--- src/rtl/sw_avm_stream_wrapper.sv ---
// Avalon-MM master that polls the UART for a length header plus two packed
// base sequences, hands the job to a Smith-Waterman core over valid/ready,
// and returns a 7-byte result frame (status, col, row, score) over the UART.
//
// state        | meaning
// S_QUERY_RX   | status read outstanding, waiting for RX_OK
// S_READ       | RX data read outstanding, store byte on completion
// S_CHECK      | validate header lengths (one cycle)
// S_CORE_REQ   | job offered to core, waiting for core_ready
// S_CORE_WAIT  | waiting for core result
// S_QUERY_TX   | status read outstanding, waiting for TX_OK
// S_WRITE      | TX data write outstanding
// S_DONE       | pulse job_done, clear job state, resume RX polling
module sw_avm_stream_wrapper #(
  parameter int REF_MAX_LENGTH  = 128,
  parameter int READ_MAX_LENGTH = 128,
  parameter int SCORE_W         = 10,
  parameter int POS_W           = 7
) (
  input  logic                         avm_clk,
  input  logic                         avm_rst,
  output logic [4:0]                   avm_address,
  output logic                         avm_read,
  input  logic [31:0]                  avm_readdata,
  output logic                         avm_write,
  output logic [31:0]                  avm_writedata,
  input  logic                         avm_waitrequest,
  output logic                         core_valid,
  input  logic                         core_ready,
  output logic [2*REF_MAX_LENGTH-1:0]  core_ref,
  output logic [2*READ_MAX_LENGTH-1:0] core_read,
  output logic [7:0]                   core_ref_len,
  output logic [7:0]                   core_read_len,
  input  logic                         core_res_valid,
  output logic                         core_res_ready,
  input  logic [SCORE_W-1:0]           core_score,
  input  logic [POS_W-1:0]             core_row,
  input  logic [POS_W-1:0]             core_col,
  output logic                         job_done
);

  localparam int REF_W      = 2 * REF_MAX_LENGTH;
  localparam int READ_W     = 2 * READ_MAX_LENGTH;
  localparam int REF_BYTES  = REF_MAX_LENGTH / 4;
  localparam int READ_BYTES = READ_MAX_LENGTH / 4;
  localparam int RX_BYTES   = 2 + REF_BYTES + READ_BYTES;
  localparam int TX_BYTES   = 7;
  localparam int CNT_W      = $clog2(RX_BYTES + 1);

  localparam logic [4:0] ADDR_RX     = 5'd0;
  localparam logic [4:0] ADDR_TX     = 5'd4;
  localparam logic [4:0] ADDR_STATUS = 5'd8;

  localparam logic [CNT_W-1:0] CNT_LAST_RX = CNT_W'(RX_BYTES - 1);
  localparam logic [CNT_W-1:0] CNT_REF_END = CNT_W'(2 + REF_BYTES);
  localparam logic [CNT_W-1:0] CNT_LAST_TX = CNT_W'(TX_BYTES - 1);
  localparam logic [31:0]      REF_MAX_U   = 32'(REF_MAX_LENGTH);
  localparam logic [31:0]      READ_MAX_U  = 32'(READ_MAX_LENGTH);

  typedef enum logic [2:0] {
    S_QUERY_RX, S_READ, S_CHECK, S_CORE_REQ,
    S_CORE_WAIT, S_QUERY_TX, S_WRITE, S_DONE
  } state_t;

  state_t             state_q, state_d;
  logic [CNT_W-1:0]   cnt_q, cnt_d;
  logic               avm_read_q, avm_read_d;
  logic               avm_write_q, avm_write_d;
  logic [4:0]         avm_address_q, avm_address_d;
  logic [31:0]        avm_writedata_q, avm_writedata_d;
  logic [REF_W-1:0]   ref_q, ref_d;
  logic [READ_W-1:0]  read_q, read_d;
  logic [7:0]         ref_len_q, ref_len_d;
  logic [7:0]         read_len_q, read_len_d;
  logic [55:0]        result_q, result_d;
  logic               core_valid_q, core_valid_d;
  logic               core_res_ready_q, core_res_ready_d;
  logic               job_done_q, job_done_d;

  logic [7:0]  rx_byte;
  logic        rx_ok, tx_ok, len_err;
  logic [15:0] score_ext, row_ext, col_ext;
  logic [23:0] rd_unused;

  assign rx_byte   = avm_readdata[7:0];
  assign rx_ok     = avm_readdata[7];
  assign tx_ok     = avm_readdata[6];
  assign rd_unused = avm_readdata[31:8];

  assign score_ext = 16'($signed(core_score));
  assign row_ext   = 16'(core_row);
  assign col_ext   = 16'(core_col);

  assign len_err = (ref_len_q == 8'd0) || ({24'd0, ref_len_q} > REF_MAX_U) ||
                   (read_len_q == 8'd0) || ({24'd0, read_len_q} > READ_MAX_U);

  // Next-state and next-output computation; every Avalon and core output is
  // taken straight from a flop so nothing depends combinationally on a partner.
  always_comb begin
    state_d          = state_q;
    cnt_d            = cnt_q;
    avm_read_d       = avm_read_q;
    avm_write_d      = avm_write_q;
    avm_address_d    = avm_address_q;
    avm_writedata_d  = avm_writedata_q;
    ref_d            = ref_q;
    read_d           = read_q;
    ref_len_d        = ref_len_q;
    read_len_d       = read_len_q;
    result_d         = result_q;
    core_valid_d     = core_valid_q;
    core_res_ready_d = core_res_ready_q;
    job_done_d       = 1'b0;

    case (state_q)
      S_QUERY_RX: begin
        if (!avm_waitrequest && rx_ok) begin
          avm_address_d = ADDR_RX;
          state_d       = S_READ;
        end
      end

      S_READ: begin
        if (!avm_waitrequest) begin
          if (cnt_q == '0)                     ref_len_d  = rx_byte;
          else if (cnt_q == CNT_W'(1))         read_len_d = rx_byte;
          else if (cnt_q < CNT_REF_END)        ref_d      = {ref_q[REF_W-9:0], rx_byte};
          else                                 read_d     = {read_q[READ_W-9:0], rx_byte};
          cnt_d         = cnt_q + CNT_W'(1);
          avm_address_d = ADDR_STATUS;
          state_d       = (cnt_q == CNT_LAST_RX) ? S_CHECK : S_QUERY_RX;
        end
      end

      // The trailing status read from S_READ is allowed to finish here and
      // then dropped; the counter is reused to index TX bytes.
      S_CHECK: begin
        if (!avm_waitrequest) avm_read_d = 1'b0;
        cnt_d = '0;
        if (len_err) begin
          result_d      = {8'h01, 48'd0};
          avm_read_d    = 1'b1;
          avm_address_d = ADDR_STATUS;
          state_d       = S_QUERY_TX;
        end else begin
          core_valid_d = 1'b1;
          state_d      = S_CORE_REQ;
        end
      end

      S_CORE_REQ: begin
        if (!avm_waitrequest) avm_read_d = 1'b0;
        if (core_ready) begin
          core_valid_d     = 1'b0;
          core_res_ready_d = 1'b1;
          state_d          = S_CORE_WAIT;
        end
      end

      S_CORE_WAIT: begin
        if (!avm_waitrequest) avm_read_d = 1'b0;
        if (core_res_valid) begin
          core_res_ready_d = 1'b0;
          result_d         = {8'h00, col_ext, row_ext, score_ext};
          avm_read_d       = 1'b1;
          avm_address_d    = ADDR_STATUS;
          state_d          = S_QUERY_TX;
        end
      end

      S_QUERY_TX: begin
        if (!avm_waitrequest && tx_ok) begin
          avm_read_d      = 1'b0;
          avm_write_d     = 1'b1;
          avm_address_d   = ADDR_TX;
          avm_writedata_d = {24'd0, result_q[55:48]};
          state_d         = S_WRITE;
        end
      end

      S_WRITE: begin
        if (!avm_waitrequest) begin
          avm_write_d     = 1'b0;
          avm_writedata_d = 32'd0;
          avm_read_d      = 1'b1;
          avm_address_d   = ADDR_STATUS;
          result_d        = {result_q[47:0], 8'd0};
          cnt_d           = cnt_q + CNT_W'(1);
          state_d         = (cnt_q == CNT_LAST_TX) ? S_DONE : S_QUERY_TX;
        end
      end

      S_DONE: begin
        job_done_d    = 1'b1;
        ref_d         = '0;
        read_d        = '0;
        ref_len_d     = 8'd0;
        read_len_d    = 8'd0;
        result_d      = 56'd0;
        cnt_d         = '0;
        avm_read_d    = 1'b1;
        avm_address_d = ADDR_STATUS;
        state_d       = S_QUERY_RX;
      end

      default: state_d = S_QUERY_RX;
    endcase
  end

  // State and output registers; reset leaves a status read pending.
  always_ff @(posedge avm_clk or posedge avm_rst) begin
    if (avm_rst) begin
      state_q          <= S_QUERY_RX;
      cnt_q            <= '0;
      avm_read_q       <= 1'b1;
      avm_write_q      <= 1'b0;
      avm_address_q    <= ADDR_STATUS;
      avm_writedata_q  <= 32'd0;
      ref_q            <= '0;
      read_q           <= '0;
      ref_len_q        <= 8'd0;
      read_len_q       <= 8'd0;
      result_q         <= 56'd0;
      core_valid_q     <= 1'b0;
      core_res_ready_q <= 1'b0;
      job_done_q       <= 1'b0;
    end else begin
      state_q          <= state_d;
      cnt_q            <= cnt_d;
      avm_read_q       <= avm_read_d;
      avm_write_q      <= avm_write_d;
      avm_address_q    <= avm_address_d;
      avm_writedata_q  <= avm_writedata_d;
      ref_q            <= ref_d;
      read_q           <= read_d;
      ref_len_q        <= ref_len_d;
      read_len_q       <= read_len_d;
      result_q         <= result_d;
      core_valid_q     <= core_valid_d;
      core_res_ready_q <= core_res_ready_d;
      job_done_q       <= job_done_d;
    end
  end

  assign avm_read       = avm_read_q;
  assign avm_write      = avm_write_q;
  assign avm_address    = avm_address_q;
  assign avm_writedata  = avm_writedata_q;
  assign core_valid     = core_valid_q;
  assign core_res_ready = core_res_ready_q;
  assign core_ref       = ref_q;
  assign core_read      = read_q;
  assign core_ref_len   = ref_len_q;
  assign core_read_len  = read_len_q;
  assign job_done       = job_done_q;

endmodule

--- config.mk ---
export PLATFORM = sky130hd
export DESIGN_NAME = sw_avm_stream_wrapper
export DESIGN_NICKNAME = d
export VERILOG_FILES = /design/src/rtl/sw_avm_stream_wrapper.sv
export SDC_FILE = /design/constraint.sdc
export NUM_CORES = 2
export LEC_CHECK = 0
export BUFFER_PORTS_ARGS = -buffer_cell sky130_fd_sc_hd__buf_2
export CORE_AREA = 2 2 248 250
export CTS_BUF_LIST = sky130_fd_sc_hd__clkbuf_16
export DETAILED_ROUTE_END_ITERATION = 8
export DIE_AREA = 0 0 250 252
export PLACE_DENSITY = 0.68
export SLEW_MARGIN = 20
export SYNTH_ARGS = -nofsm -noshare
export SYNTH_HDL_FRONTEND = slang
export SYNTH_SLANG_ARGS = --single-unit
--- constraint.sdc ---
create_clock -name avm_clk -period 24.2 [get_ports avm_clk]
set_input_delay 4.84 -clock avm_clk [delete_from_list [all_inputs] [get_ports avm_clk]]
set_output_delay 4.84 -clock avm_clk [all_outputs]
set_load 0.02 [all_outputs]
Word-level counts from Yosys, hierarchy flattened
Cells that the tools add are included.
{"block": "classes", "order_cmp": 3, "muxes": 58, "addsub": 1, "n_reduce_logical": 32, "n_eq_ne": 25}
{"op": "256-bit 2-to-1 mux", "n": 8}
{"op": "256-bit case mux with 2 select lines", "n": 2}
{"op": "56-bit case mux with 4 select lines", "n": 1}
{"op": "56-bit 2-to-1 mux", "n": 3}
{"op": "32-bit 2-to-1 mux", "n": 2}
{"op": "32-bit case mux with 2 select lines", "n": 1}
{"op": "8-bit 2-to-1 mux", "n": 5}
{"op": "8-bit case mux with 2 select lines", "n": 2}
{"op": "2-bit != test, second input constant", "n": 15}
{"op": "5-bit case mux with 6 select lines", "n": 1}
{"op": "5-bit 2-to-1 mux", "n": 5}
{"op": "3-bit case mux with 8 select lines", "n": 1}
{"op": "3-bit 2-to-1 mux", "n": 7}
{"op": "8-bit greater-than comparator, second input constant", "n": 2}
{"op": "8-bit zero test", "n": 2}
{"op": "3-bit AND reduction", "n": 5}
{"op": "7-bit case mux with 2 select lines", "n": 1}
{"op": "3-bit == test, second input constant", "n": 4}
{"op": "1-bit 2-to-1 mux", "n": 12}
{"op": "6-bit AND reduction", "n": 2}
{"op": "6-bit nonzero test", "n": 2}
{"op": "5-bit AND reduction", "n": 2}
{"op": "2-bit nonzero test", "n": 5}
{"op": "4-bit AND reduction", "n": 2}
{"op": "19 further kinds", "n": 27}
{"block": "word_totals", "regBits": 636, "out_inout_bits": 570, "inputBits": 61}

Depth between registers and ports, before layout
{"block": "logic_depth", "depth_word": 6, "ltp_mapped": 11, "ltp_nobuf": 7}

Worst setup path before layout
Ideal clock, no wire load.
{"block": "synth_timing", "kind": "input -> register", "start": "input port avm_waitrequest", "end": "register result_q[23]", "setup_ps": 65, "t_required_ps": 24135, "path_stages": 4, "n_path_buf": 2, "arrival_ps": 6026, "setup_slack_ps": 18109, "path_cell_list": "clkbuf_1 -> nor3_1 -> clkbuf_1 -> a22o_1"}
{"block": "synth_via", "elab_chain_cells": 2}
{"element": "from (decl)", "line_no": "27", "source": "input logic avm_waitrequest,"}
{"element": "2-bit != test (no line)"}
{"element": "4-bit AND reduction (no line)"}
{"element": "to (signal assigned)", "line_no": "238", "source": "result_q <= result_d;"}
{"element": "to (decl)", "line_no": "75", "source": "logic [55:0] result_q, result_d;"}
No other way between the ends.
A chain may end at the register's enable or synchronous reset.

Worst setup path after layout
{"block": "layout_timing", "start": "input port avm_waitrequest", "end": "register ref_q[254] (netlist: core_ref[254])"}
{"block": "layout_via", "elab_chain_cells": 2}
{"element": "2-bit != test (no line)"}
{"element": "5-bit AND reduction (no line)"}
{"element": "to (signal assigned)", "line_no": "234", "source": "ref_q <= ref_d;"}
{"element": "to (decl)", "line_no": "71", "source": "logic [REF_W-1:0] ref_q, ref_d;"}
No other way between the ends.

==> flow_summary_export.csv <==
group,metric,value,unit
cts,cts_resized,0,
timing,fin_setup_tns,0,ns
synth,yosysWarnings,0,
timing,fmax,0.1195,GHz
synth,synth_cells,2721,
cts,cts_tree,"built",
global_route,grt_pass1_vias,18210,
floorplan,fp-row-count,90,
synth,synth-main-ff-cell,"dfrtp_1",
cts,clk_pin_slew,0.06,ns
placement,dpl_worst_slack,15.15,ns
pwr,power.density,142.8,nW/um2
placement,io_buffers,579,
status,outcome,"complete, no violations",
timing,skew,0.02180,ns
finish,nets,3249,
critical_path,rr_endpoint,"core_ref[254]",
critical_path,critPathKind,"in2reg",
floorplan,dieWidth,250,um
critical_path,r2r-start,"cnt_q[3]",
cts,cts_setup_buffers,0,
timing,hold_viol_final,0,
global_route,gr-usage-met3,5.148,%
critical_path,required,24.64,ns
critical_path,cp.arrival,8.81,ns
cts,htree_num_levels,3,
worst_hold_path,hold_depth,2,
route,routed_wirelength,68.83,mm
floorplan,ios,631,
finish,drive_gt1_share,22.05,%
timing,post-route-period-util,34.58,%
timing,setup_violations,0,
placement,gp_congestion,0.8489,
timing,worst_slack,15.83,ns
global_route,grt_pass1_wl,107.1,mm
global_route,grt_overflow,0,
floorplan,die_h,252,um
timing,relSlewSlack,26.41,%
pwr,vdd_drop_max,0.1425,mV
route,vias_per_cell,4.940,
synth,synth_edf_count,0,
finish,synthToLayoutAreaGrowth,19.67,%
global_route,grt.met2_usage,33.39,%
worst_hold_path,worstHoldEndpoint,"core_ref[254]",
timing,slew_violations,0,
critical_path,regToRegSetupSlack,19.33,ns
timing,fin_crit,8.369,ns
cts,clk_path_buf_depth,3,
flow_run,maxCapViolCount,0,
cts,clock_latency,0.60,ns
cts,numCtsBuffers,66,
global_route,antenna_found_initial,0,
synth,synth_cell_types,61,
timing,grt_setup_unrepaired,"false",
global_route,met1_usage,28.65,%
route,antenna_left,0,
global_route,grt_usage,21.34,%
cts,cts.sink_count,609,
critical_path,start_kind,"input pin",
synth,synth.avg_cell_area,9.224,um2
route,firstDrtPassIters,7,
route,drtIter0Drc,1476,
finish,antenna_cells,0,
synth,yosys_register_bits,609,
worst_hold_path,min-delay-start,"core_ref[254]",
placement,dpl.hpwl,46.94,mm
floorplan,die-area,63000,um2
synth,async_flop_share,100.0,%
route,drc,0,
route,routedWlPerCell,17.16,um
cts,ctsHoldBuffers,0,
critical_path,r2r_cells,7,
global_route,grt_max_degree,267,
route,vias,19820,
pwr,leakagePower,14.91,nW
floorplan,initial_utilization,41.74,%
global_route,top_usage_layer,"met2",
critical_path,path_max_fanout,254,
synth,ys_seq_area_share,60.73,%
floorplan,core,60130,um2
synth,syn-cell-area,25100,um2
critical_path,endpoint_kind,"flip-flop",
cts,root_buffer,"clkbuf_16",
worst_hold_path,hp-class,"reg2reg",
timing,worst_slew_pin_slew,1.104,ns
cells in the final DEF (no fill, tap or decap), types with 3 or more instances in the layout:
master,count
a21oi_1,29
a22o_1,35
a22oi_1,3
a31oi_1,3
and2_1,5
and3_1,5
buf_12,4
buf_2,579
buf_4,18
bufinv_16,4
clkbuf_16,66
clkinv_1,8
clkinv_2,7
conb_1,27
dfrtp_1,606
ha_1,3
inv_1,56
inv_6,5
mux2i_1,15
nand2_1,1083
nand3_1,8
nand4_1,4
nor2_1,11
nor2b_1,9
nor3_1,6
nor3b_1,3
o21ai_0,194
o21ai_1,349
o21ai_2,10
o221ai_1,24
through the flow:
step | utilization [%] | hold slack [ns] | total power [W] | area (um2) | cells
6_report | 49.95 | 0.4729 | 0.004288 | 30030 | 4011
4_1_cts | 49.95 | 0.4767 | 0.004329 | 30030 | 4011
2_1_floorplan | - | 0.4507 | 0.002865 | 25200 | 2747
3_5_place_dp | 46.63 | 0.4619 | 0.003363 | 28040 | 3899
5_1_grt | 49.95 | 0.4909 | 0.004586 | 30030 | 4011
3_3_place_gp | 46.63 | 0.4571 | 0.003326 | 28040 | 3899
sequential cells by signal, indices dropped and copies added, names as in the netlist:
name,cells
core_valid,1
job_done,1
core_read_len,8
avm_writedata,8
core_read,256
core_ref,256
avm_write,1
cnt_q,7
result_q,56
core_res_ready,1
avm_read,1
core_ref_len,8
state_q,3
avm_address,2
kinds of logic after synthesis:
group / count (synthesis) / synth area share [%]
adders and majority gates: 3 / 0.1496
other: 1 / 0.01494
and+or+nand+nor: 1149 / 17.77
AOI/OAI and AO/OA: 675 / 15.00
muxes: 15 / 0.5982
buffers and inverters: 269 / 5.738
DFF: 609 / 60.73
layout make-up:
class,count,area [um2]
clock inverter,46,345.3
fill,5623,30100
tap,782,978.4
sequential,609,15240
timing repair buffer,601,3113
inverter,38,150.1
multi-input combinational,1869,8552
clock buffer,66,1652
per-layer routing:
metal	vias up	wire (um)
met5	-	0
met4	0	2390
met1	9325	29590
met2	549	32400
li1	9808	-
met3	134	4450
worst max-delay path by stage:
stage,startpoint,endpoint,slack [ns],depth (start not counted)
finish,avm_waitrequest,core_ref[254],15.83,7
global route,avm_waitrequest,core_ref[130],15.34,8
CTS,avm_waitrequest,core_ref[118],15.80,7
detailed placement,avm_waitrequest,core_ref[254],15.15,7
global placement,avm_waitrequest,core_ref[254],15.18,7
floorplan,avm_rst,avm_address[2],2.31,1
critical path, cell delays in order:
cell       delay [ns]
buf_2            0.26
a31oi_1          0.16
o2bb2ai_4        0.74
buf_4            0.88
buf_12           0.68
buf_4            0.90
o21ai_0          0.20
synth_stat cells (3+ instances only):
master	instances	share of area, %
mux2i_1	15	0.60
buf_6	34	1.5
nand3_1	9	0.18
buf_2	14	0.28
a22oi_1	3	0.090
a22o_1	35	1.2
o21ai_2	10	0.35
buf_4	36	1.1
clkbuf_1	130	1.9
buf_1	7	0.10
ha_1	3	0.15
inv_1	38	0.57
dfrtp_1	607	61
clkbuf_2	9	0.18
o21ai_1	349	7.0
and2_1	5	0.12
nand4_1	4	0.10
nor3b_1	3	0.090
nor2b_1	9	0.22
nor2_1	11	0.16
nor3_1	7	0.14
and3_1	5	0.12
o221ai_1	24	0.84
o21ai_0	194	3.9
a31oi_1	3	0.075
a21oi_1	29	0.58
nand2_1	1083	16
where the power goes:
part	switching, W	leakage [nW]	internal, W
sequential	0.000269	8.29	0.00134
combinational	0.00127	5.57	0.000454
clock	0.000414	1.05	0.000540
total	0.00195	14.9	0.00233
Note: power is estimated with default switching activity, not from simulation.
